### config.mk
export PLATFORM = sky130hd
export DESIGN_NAME = uart_tx_arbiter
export DESIGN_NICKNAME = d
export VERILOG_FILES = /design/src/rtl/uart_pkg.sv /design/src/rtl/rr_pick.sv /design/src/rtl/uart_tx_arbiter.sv
export SDC_FILE = /design/constraint.sdc
export NUM_CORES = 1
export LEC_CHECK = 0
export CORE_MARGIN = 8
export CORE_UTILIZATION = 51
export DETAILED_ROUTE_END_ITERATION = 7
export PLACE_DENSITY = 0.86
export SYNTH_ARGS = -nofsm -noshare
export SYNTH_HDL_FRONTEND = slang
export SYNTH_SLANG_ARGS = --single-unit
### constraint.sdc
create_clock -name i_Clock -period 3.41 [get_ports i_Clock]
set_clock_uncertainty 0.1 [all_clocks]
set_input_delay 0.5115 -clock i_Clock [delete_from_list [all_inputs] [get_ports i_Clock]]
set_output_delay 0.5115 -clock i_Clock [all_outputs]
set_load 0.01 [all_outputs]
### src/rtl/uart_pkg.sv
// Shared definitions for the UART transmit-side arbitration blocks.
// The GAP state is only reachable when UART_TX_ARB_GAP_EN is defined.
package uart_pkg;

    typedef enum logic [1:0] {
        IDLE,
        LAUNCH,
        WAIT_DONE,
        GAP
    } arb_state_t;

    localparam int CLKS_PER_BIT_DEFAULT = 217;
    localparam int BYTE_W               = 8;

endpackage

### src/rtl/rr_pick.sv
// Combinational round-robin finder: first asserted request strictly after
// the pointer, searching cyclically. Reusable by RX-side dispatchers.
module rr_pick #(
    parameter int NUM_REQ = 4,
    parameter int ID_W    = 2
) (
    input  logic [NUM_REQ-1:0] i_Req,
    input  logic [ID_W-1:0]    i_Ptr,
    output logic               o_Valid,
    output logic [ID_W-1:0]    o_Idx
);

    logic [ID_W-1:0] w_Cand;

    // Walk from the farthest offset down so the nearest requester wins last.
    always_comb begin
        o_Valid = 1'b0;
        o_Idx   = '0;
        w_Cand  = '0;
        for (int k = NUM_REQ; k >= 1; k--) begin
            w_Cand = ID_W'((int'(i_Ptr) + k) % NUM_REQ);
            if (i_Req[w_Cand]) begin
                o_Valid = 1'b1;
                o_Idx   = w_Cand;
            end
        end
    end

endmodule

### src/rtl/uart_tx_arbiter.sv
// Round-robin arbiter sharing one UART_TX among NUM_REQ byte sources, with
// packet lock. Define UART_TX_ARB_GAP_EN to add a one-bit-time GAP after done.
module uart_tx_arbiter
    import uart_pkg::*;
#(
    parameter int NUM_REQ      = 4,
    parameter int ID_W         = 2,
    parameter int TIMEOUT_CLKS = 2604
) (
    input  logic                     i_Clock,
    input  logic                     i_Rst_L,
    input  logic [NUM_REQ-1:0]       i_Req,
    input  logic [NUM_REQ*BYTE_W-1:0] i_Req_Byte,
    input  logic [NUM_REQ-1:0]       i_Lock,
    output logic [NUM_REQ-1:0]       o_Ack,
    output logic [ID_W-1:0]          o_Grant_Id,
    output logic                     o_TX_DV,
    output logic [BYTE_W-1:0]        o_TX_Byte,
    input  logic                     i_TX_Done,
    output logic                     o_Busy,
    output logic                     o_Timeout
);

    localparam int WDOG_W = (TIMEOUT_CLKS > 2) ? $clog2(TIMEOUT_CLKS) : 1;

    arb_state_t          r_State, n_State;
    logic [ID_W-1:0]     r_Ptr, n_Ptr;
    logic [ID_W-1:0]     r_Grant_Id, n_Grant_Id;
    logic [BYTE_W-1:0]   r_TX_Byte, n_TX_Byte;
    logic [NUM_REQ-1:0]  r_Ack, n_Ack;
    logic                r_TX_DV, n_TX_DV;
    logic                r_Timeout, n_Timeout;
    logic                r_Busy, n_Busy;
    logic [WDOG_W-1:0]   r_Wdog, n_Wdog;
    logic                w_Decide;
    logic                w_Lock_Hold;
    logic                w_Pick_Valid;
    logic [ID_W-1:0]     w_Pick_Idx;
    logic [BYTE_W-1:0]   w_Bytes [NUM_REQ];

`ifdef UART_TX_ARB_GAP_EN
    localparam int GAP_CLKS = CLKS_PER_BIT_DEFAULT;
    localparam int GAP_W    = $clog2(GAP_CLKS);
    logic [GAP_W-1:0]    r_Gap_Cnt, n_Gap_Cnt;
`endif

    for (genvar g = 0; g < NUM_REQ; g++) begin : g_unpack
        assign w_Bytes[g] = i_Req_Byte[BYTE_W*g +: BYTE_W];
    end

    rr_pick #(
        .NUM_REQ (NUM_REQ),
        .ID_W    (ID_W)
    ) u_rr_pick (
        .i_Req   (i_Req),
        .i_Ptr   (r_Ptr),
        .o_Valid (w_Pick_Valid),
        .o_Idx   (w_Pick_Idx)
    );

    assign w_Lock_Hold = i_Lock[r_Grant_Id] & i_Req[r_Grant_Id];

    // Next-state and next-output logic; every output is registered.
    always_comb begin
        n_State    = r_State;
        n_Ptr      = r_Ptr;
        n_Grant_Id = r_Grant_Id;
        n_TX_Byte  = r_TX_Byte;
        n_Ack      = '0;
        n_TX_DV    = 1'b0;
        n_Timeout  = 1'b0;
        n_Wdog     = r_Wdog;
        w_Decide   = 1'b0;
`ifdef UART_TX_ARB_GAP_EN
        n_Gap_Cnt  = r_Gap_Cnt;
`endif
        case (r_State)
            IDLE: begin
                if (w_Pick_Valid) begin
                    n_TX_Byte         = w_Bytes[w_Pick_Idx];
                    n_Ack[w_Pick_Idx] = 1'b1;
                    n_Ptr             = w_Pick_Idx;
                    n_Grant_Id        = w_Pick_Idx;
                    n_State           = LAUNCH;
                end
            end
            LAUNCH: begin
                n_TX_DV = 1'b1;
                n_Wdog  = '0;
                n_State = WAIT_DONE;
            end
            WAIT_DONE: begin
                if (i_TX_Done) begin
`ifdef UART_TX_ARB_GAP_EN
                    n_Gap_Cnt = '0;
                    n_State   = GAP;
`else
                    w_Decide  = 1'b1;
`endif
                end else if (r_Wdog == WDOG_W'(TIMEOUT_CLKS - 1)) begin
                    n_Timeout = 1'b1;
                    n_State   = IDLE;
                end else begin
                    n_Wdog = r_Wdog + 1'b1;
                end
            end
`ifdef UART_TX_ARB_GAP_EN
            GAP: begin
                if (r_Gap_Cnt == GAP_W'(GAP_CLKS - 1)) begin
                    w_Decide = 1'b1;
                end else begin
                    n_Gap_Cnt = r_Gap_Cnt + 1'b1;
                end
            end
`endif
            default: n_State = IDLE;
        endcase

        // A locked source that still has data keeps the transmitter; the
        // pointer stays put so round-robin resumes where it left off.
        if (w_Decide) begin
            if (w_Lock_Hold) begin
                n_TX_Byte         = w_Bytes[r_Grant_Id];
                n_Ack[r_Grant_Id] = 1'b1;
                n_State           = LAUNCH;
            end else begin
                n_State = IDLE;
            end
        end

        n_Busy = (n_State != IDLE);
    end

    // State and output registers with synchronous active-low reset.
    always_ff @(posedge i_Clock) begin
        if (!i_Rst_L) begin
            r_State    <= IDLE;
            r_Ptr      <= ID_W'(NUM_REQ - 1);
            r_Grant_Id <= '0;
            r_TX_Byte  <= '0;
            r_Ack      <= '0;
            r_TX_DV    <= 1'b0;
            r_Timeout  <= 1'b0;
            r_Busy     <= 1'b0;
            r_Wdog     <= '0;
`ifdef UART_TX_ARB_GAP_EN
            r_Gap_Cnt  <= '0;
`endif
        end else begin
            r_State    <= n_State;
            r_Ptr      <= n_Ptr;
            r_Grant_Id <= n_Grant_Id;
            r_TX_Byte  <= n_TX_Byte;
            r_Ack      <= n_Ack;
            r_TX_DV    <= n_TX_DV;
            r_Timeout  <= n_Timeout;
            r_Busy     <= n_Busy;
            r_Wdog     <= n_Wdog;
`ifdef UART_TX_ARB_GAP_EN
            r_Gap_Cnt  <= n_Gap_Cnt;
`endif
        end
    end

    assign o_Ack      = r_Ack;
    assign o_Grant_Id = r_Grant_Id;
    assign o_TX_DV    = r_TX_DV;
    assign o_TX_Byte  = r_TX_Byte;
    assign o_Busy     = r_Busy;
    assign o_Timeout  = r_Timeout;

endmodule

# Word-level counts from Yosys, hierarchy flattened
# Index checks and enable logic that the tools add are counted.
[op_classes]
add_sub_neg = 5
bitwise = 6
n_lt_le_gt_ge = 10
n_reduce_logical = 8
mux = 51
n_eq_ne = 5
[ops]
columns = ["op", "n"]
rows = [
  ["$mux 8", 8],
  ["$bmux 8 s2", 2],
  ["$mux 12", 2],
  ["$pmux 12 s2", 1],
  ["$lt 2x3->1 const B", 6],
  ["$mux 1", 17],
  ["$mux 2", 8],
  ["$mux 4", 4],
  ["$add 12x1->12 const B", 1],
  ["$bmux 1 s2", 6],
  ["$eq 12x12->1 const B", 1],
  ["$ge 3x3->1 const B", 2],
  ["$not 2->3", 2],
  ["$pmux 2 s3", 1],
  ["$add 2x1->2 const B", 2],
  ["$add 2x2->2 const B", 2],
  ["$demux 1 s2", 2],
  ["$ge 2x1->1 const B", 2],
  ["$ne 2x2->1 const B", 2],
  ["$or 4x4->4", 1],
  ["$reduce_bool 2->1", 2],
  ["$reduce_and 3->1", 1],
  ["$reduce_or 3->1", 1],
  ["$eq 2x1->1 const B", 1],
  ["other kinds (6)", 8],
]
[word_totals]
wordCells = 94
input_bits = 43
output_inout_bits = 17
regBits = 33

# Logic depth before layout (Yosys ltp)
[logic_depth]
ltp_word = 16
depth_mapped = 7
mapped_depth_nobuf = 6

# Cells and area by module
# From an unflattened synthesis, not the netlist that was laid out.
[hier_totals]
cells_unflattened = 199
hier_area_um2 = 1911.8
[by_module_without_submodules]
columns = ["module", "seq_area_each_um2", "cells_per_inst", "area_per_inst_um2", "instances"]
rows = [
  ["uart_tx_arbiter", 660.6, 185, 1820.5, 1],
  ["rr_pick", 0.0, 14, 91.3, 1],
]

# Least setup slack after synthesis
# OpenSTA, ideal clock, no wires.
[synth_timing]
path_type = "in2reg"
start = "in i_Req[2]"
end = "reg r_TX_Byte[0], in the netlist o_TX_Byte[0]"
arrival_ps = 1753
setup_slack_ps = 1438
setup_ps = 119
path_stages = 7
n_path_buf = 2
t_required_ps = 3191
path_cell_list = "and2b_1 > a2bb2oi_1 > o21a_1 > buf_6 > buf_12 > mux2_4 > o221a_1"
[synth_between]
elab_chain_cells = 14
[synth_lines]
columns = ["element", "line_no", "source"]
rows = [
  ["start: declaration", "uart_tx_arbiter.sv:12", "input logic [NUM_REQ-1:0] i_Req,"],
  ["$bmux 1 s2", "rr_pick.sv:22", "if (i_Req[w_Cand]) begin"],
  ["$mux 1 (not written as such)", "rr_pick.sv:22", ""],
  ["$mux 2 (4 in a row)", "rr_pick.sv:22", ""],
  ["$not 2->3 (not written as such)", "uart_tx_arbiter.sv:80", "n_TX_Byte = w_Bytes[w_Pick_Idx];"],
  ["$bmux 8 s2", "uart_tx_arbiter.sv:80", ""],
  ["$mux 8 (not written as such) (2 in a row)", "uart_tx_arbiter.sv:80", ""],
  ["$mux 8", "uart_tx_arbiter.sv:79", "if (w_Pick_Valid) begin"],
  ["$mux 8", "uart_tx_arbiter.sv:77", "case (r_State)"],
  ["$mux 8", "uart_tx_arbiter.sv:122", "if (w_Lock_Hold) begin"],
  ["$mux 8 *", "uart_tx_arbiter.sv:121", "if (w_Decide) begin"],
  ["end signal: assignment", "uart_tx_arbiter.sv:153", "r_TX_Byte <= n_TX_Byte;"],
  ["end: declaration", "uart_tx_arbiter.sv:29", "logic [BYTE_W-1:0] r_TX_Byte, n_TX_Byte;"],
]
# Mark *: on every way between the ends. The rest lies on a longest branch, timed or not. The select of a mux whose other input is x is not followed.
# A chain may end at the register's enable or synchronous reset.

# Worst setup path in the final report
[layout_timing]
start = "reg r_Grant_Id[1], in the netlist o_Grant_Id[1]"
end = "out o_Grant_Id[1]"
[layout_lines]
columns = ["element", "line_no", "source"]
rows = [
  ["start: declaration", "uart_tx_arbiter.sv:28", "logic [ID_W-1:0] r_Grant_Id, n_Grant_Id;"],
  ["start signal: assignment", "uart_tx_arbiter.sv:152", "r_Grant_Id <= n_Grant_Id;"],
  ["end: declaration", "uart_tx_arbiter.sv:16", "output logic [ID_W-1:0] o_Grant_Id,"],
]
# No word-level cell between the ends.

==> impl_table.tex <==
\begin{tabular}{lr}
\hline
Metric & Value \\
\hline
\multicolumn{2}{l}{\textbf{Cells and area}} \\
Layout cell share with drive strength beyond 1 & 18.8\% \\
Post-Layout Cell Count & 298 \\
Count of inserted antenna diode cells & 0 \\
Nets & 293 \\
Final standard cell area without fillers & 2700 um2 \\
Synth-to-layout area growth & 36.7\% \\
Post-route core utilization & 73.2\% \\
\multicolumn{2}{l}{\textbf{Route}} \\
Met2 wire length & 2680 um \\
Top layer reached by signal wires & met4 \\
Vias & 1,791 \\
DR WL met3 & 310 um \\
Initial drt markers & 135 \\
Total DRC errors in the routed layout & 0 \\
Number of nets with antenna violations after detailed routing & 0 \\
Number of detailed-routing iterations run before antenna repair & 4 \\
Final wirelength & 5430 um \\
Post-route met1 wirelength & 2370 um \\
Via/cell ratio & 6.01 \\
WL/cell & 18.2 um \\
\multicolumn{2}{l}{\textbf{Synth}} \\
Most area-hungry cell type in the Yosys netlist & sky130\_fd\_sc\_hd\_\_dfxtp\_1 \\
Register area share after synthesis & 33.5\% \\
Most used DFF post-synth & sky130\_fd\_sc\_hd\_\_dfxtp\_1 \\
Gate Count Post-Synth & 190 \\
Combined area of all synthesized cells & 1970 um2 \\
Flip-flop and latch count after synthesis & 33 \\
Yosys warning total & 0 \\
Number of flops mapped to enable cells by yosys & 0 \\
Proportion of synthesized flip-flops having asynchronous set or reset & 0\% \\
Synth top area cells & sky130\_fd\_sc\_hd\_\_dfxtp\_1 (33\%), sky130\_fd\_sc\_hd\_\_mux4\_2 (9.1\%), sky130\_fd\_sc\_hd\_\_mux2\_4 (6.1\%), sky130\_fd\_sc\_hd\_\_mux2\_2 (4.6\%), sky130\_fd\_sc\_hd\_\_o221a\_1 (4.6\%) \\
Unique masters post-synth & 47 \\
Post-Synthesis Mean Instance Area & 10.4 um2 \\
Top cell type's share of synthesized area & 33.5\% \\
Net count of the mapped netlist & 234 \\
\multicolumn{2}{l}{\textbf{Flow run}} \\
\# Max-Cap Violations & 0 \\
\multicolumn{2}{l}{\textbf{STA}} \\
Post-Route Hold Slack & 423 ps \\
Period utilization & 71.1\% \\
Transition time of the tightest slew-check pin & 818 ps \\
Peak Freq & 0.412 GHz \\
Final critical path time including I/O delays and setup & 2430 ps \\
Unrepaired setup endpoints after global routing & no \\
Final hold violation count & 0 \\
Number of endpoints failing setup at the final stage & 0 \\
Number of pins with negative max-slew slack in the final report & 0 \\
Slew HR & 45.1\% \\
Total Neg Setup Slack & 0 ps \\
\multicolumn{2}{l}{\textbf{Floorplanning}} \\
Chip Height & 78.2 um \\
I/O pin total & 60 \\
Core region area & 3690 um2 \\
Number of standard-cell rows in the floorplan & 22 \\
Chip Width & 78.2 um \\
Area of the die & 6120 um2 \\
Initial Util & 53.5\% \\
\multicolumn{2}{l}{\textbf{Worst setup path}} \\
CP endpoint & o\_Grant\_Id[1] \\
Setup CP Type & flip-flop to output port \\
Element type at the critical path start & flip-flop \\
Worst R2R Start & o\_Grant\_Id[0] \\
Crit. Startpoint & o\_Grant\_Id[1] \\
Required time at the worst-slack endpoint & 2800 ps \\
Critical Path Sink Type & output port \\
Worst Path Arrival & 1810 ps \\
Worst setup slack for register-to-register paths & 1130 ps \\
Largest fanout on the critical path & 13 \\
Reg-to-reg critical path endpoint & o\_TX\_Byte[5] \\
Worst Reg2Reg Path Length in Cells & 5 \\
\multicolumn{2}{l}{\textbf{Clock network}} \\
Master cell of the clock root buffer & sky130\_fd\_sc\_hd\_\_clkbuf\_8 \\
Number of clock sinks & 33 \\
Clock-pin slew reported for the worst setup and hold paths after clock tree synthesis & 70 ps \\
CTS tree & done \\
Clk Latency, worst-skew pair & 280 ps \\
Post CTS Setup Buffer Count & 0 \\
Number of buffers created by CTS & 5 \\
Number of buffers inserted for hold repair after clock tree synthesis & 0 \\
Count of instances resized after the clock tree is built & 0 \\
H-Tree Depth & 2 \\
Max Buffers Root-to-Sink & 2 \\
\multicolumn{2}{l}{\textbf{Pwr}} \\
Power per standard cell area & 446 nW/um2 \\
Worst supply voltage drop on vdd & 213 uV \\
Leak & 0.960 nW \\
\multicolumn{2}{l}{\textbf{Placement}} \\
Number of buffers added on ports & 59 \\
Detailed Place HPWL & 3910 um \\
Cell Count Post-Placement & 290 \\
Final Wtd Congestion & 0.844 \\
Cell Area, Placed & 2580 um2 \\
\multicolumn{2}{l}{\textbf{Worst hold path}} \\
Worst min path class & flip-flop to flip-flop \\
\multicolumn{2}{l}{\textbf{GRT}} \\
Total routing usage reported by global routing & 17.9\% \\
Number of antenna violations at the first check in global routing & 0 \\
Pin count of the biggest net entering global routing & 19 \\
Via count of the first global-routing pass & 1,808 \\
Total congestion overflow & 0 \\
Global-route wire length before repair & 9030 um \\
\multicolumn{2}{l}{\textbf{Run status}} \\
Result of the run & completed \\
\hline
\end{tabular}
final cells by class:
cell class / instances / area [um2]
multi-input cells: 143 / 1230
fillers: 289 / 990
flip-flops and latches: 33 / 661
repair buffers: 62 / 613
clock buffers: 7 / 86.3
well taps: 48 / 60.1
clock inverters: 1 / 30.0
inverters: 4 / 15.0
critical path, stage by stage, from the launching register on:
cell and delay [ps]:
sky130_fd_sc_hd__dfxtp_1 710, sky130_fd_sc_hd__buf_4 270, sky130_fd_sc_hd__clkdlybuf4s50_1 550
worst min-delay path by stage:
stage                     from   endpoint  slack [ps]  cells past startpoint
floorplan           r_Wdog[11]  o_Timeout         360                      2
global placement     r_Wdog[9]  r_Wdog[9]         390                      2
detailed placement  r_Wdog[11]  o_Timeout         410                      2
CTS                  r_Wdog[9]  r_Wdog[9]         420                      2
global route        r_Wdog[11]  o_Timeout         460                      2
finish              r_Wdog[11]  o_Timeout         420                      2
cell families (layout without fill, tap and decap cells):
logic type	after synthesis	in the layout	share of synthesized area, %
AOI/OAI and AO/OA	44	44	19.8
xor gates and xnor gates	9	9	3.99
adders and majority gates	1	1	0.634
buffers and inverters	14	74	4.06
DFF	33	33	33.5
muxes	26	26	20.8
and+or+nand+nor	63	63	17.2
cells in the final DEF, fill, tap and decap left out, types with 3 or more instances in the layout:
master	instances
sky130_fd_sc_hd__dfxtp_1	33
sky130_fd_sc_hd__nand3_1	6
sky130_fd_sc_hd__o211ai_1	3
sky130_fd_sc_hd__clkbuf_8	6
sky130_fd_sc_hd__nor2_1	21
sky130_fd_sc_hd__mux4_2	8
sky130_fd_sc_hd__clkdlybuf4s50_1	59
sky130_fd_sc_hd__inv_1	4
sky130_fd_sc_hd__o32ai_1	4
sky130_fd_sc_hd__and2_1	6
sky130_fd_sc_hd__mux2_4	8
sky130_fd_sc_hd__xnor2_1	5
sky130_fd_sc_hd__o221a_2	8
sky130_fd_sc_hd__o221a_1	8
sky130_fd_sc_hd__a21oi_1	4
sky130_fd_sc_hd__xor2_1	4
sky130_fd_sc_hd__buf_4	3
sky130_fd_sc_hd__nor2b_1	3
sky130_fd_sc_hd__nand2_1	10
sky130_fd_sc_hd__mux2_2	8
sky130_fd_sc_hd__o21ai_0	4
power breakdown:
| group | switching, W | internal [W] | total (W) |
|---|---|---|---|
| sequential | 0.0000388 | 0.000421 | 0.000460 |
| clock | 0.000140 | 0.000238 | 0.000378 |
| combinational | 0.000150 | 0.000217 | 0.000367 |
synthesized netlist by cell type (3+ instances only):
cell,number
sky130_fd_sc_hd__and2_1,6
sky130_fd_sc_hd__mux2_2,8
sky130_fd_sc_hd__nor2b_1,3
sky130_fd_sc_hd__o221a_1,8
sky130_fd_sc_hd__buf_2,3
sky130_fd_sc_hd__nor2_1,21
sky130_fd_sc_hd__nand3_1,6
sky130_fd_sc_hd__xnor2_1,5
sky130_fd_sc_hd__inv_1,4
sky130_fd_sc_hd__clkbuf_1,5
sky130_fd_sc_hd__mux2_4,8
sky130_fd_sc_hd__a21oi_1,4
sky130_fd_sc_hd__o221a_2,8
sky130_fd_sc_hd__mux4_2,8
sky130_fd_sc_hd__dfxtp_1,33
sky130_fd_sc_hd__o21ai_0,4
sky130_fd_sc_hd__o32ai_1,4
sky130_fd_sc_hd__nand2_1,10
sky130_fd_sc_hd__o211ai_1,3
sky130_fd_sc_hd__xor2_1,4
through the flow:
| step | total power [W] | setup slack [ps] |
|---|---|---|
| finish | 0.00120 | 984 |
| floorplan | 0.000683 | 1440 |
| CTS | 0.00121 | 972 |
| detailed placement | 0.000828 | 750 |
| global route | 0.00126 | 854 |
| global placement | 0.000820 | 795 |
state kept, by name (all words and copies together) (netlist names):
register,count
o_Timeout,1
o_TX_DV,1
r_State,2
o_TX_Byte,8
o_Ack,4
r_Ptr,2
o_Grant_Id,2
o_Busy,1
r_Wdog,12
metal layers:
| layer | up-vias | GRT usage, % |
|---|---|---|
| met1 | 861 | 22.8 |
| met2 | 71 | 29.6 |
| met4 | 0 | 6.48 |
| met5 | - | 0 |
| met3 | 6 | 3.19 |
| li1 | 853 | - |
Note: power is estimated with default switching activity, not from simulation.
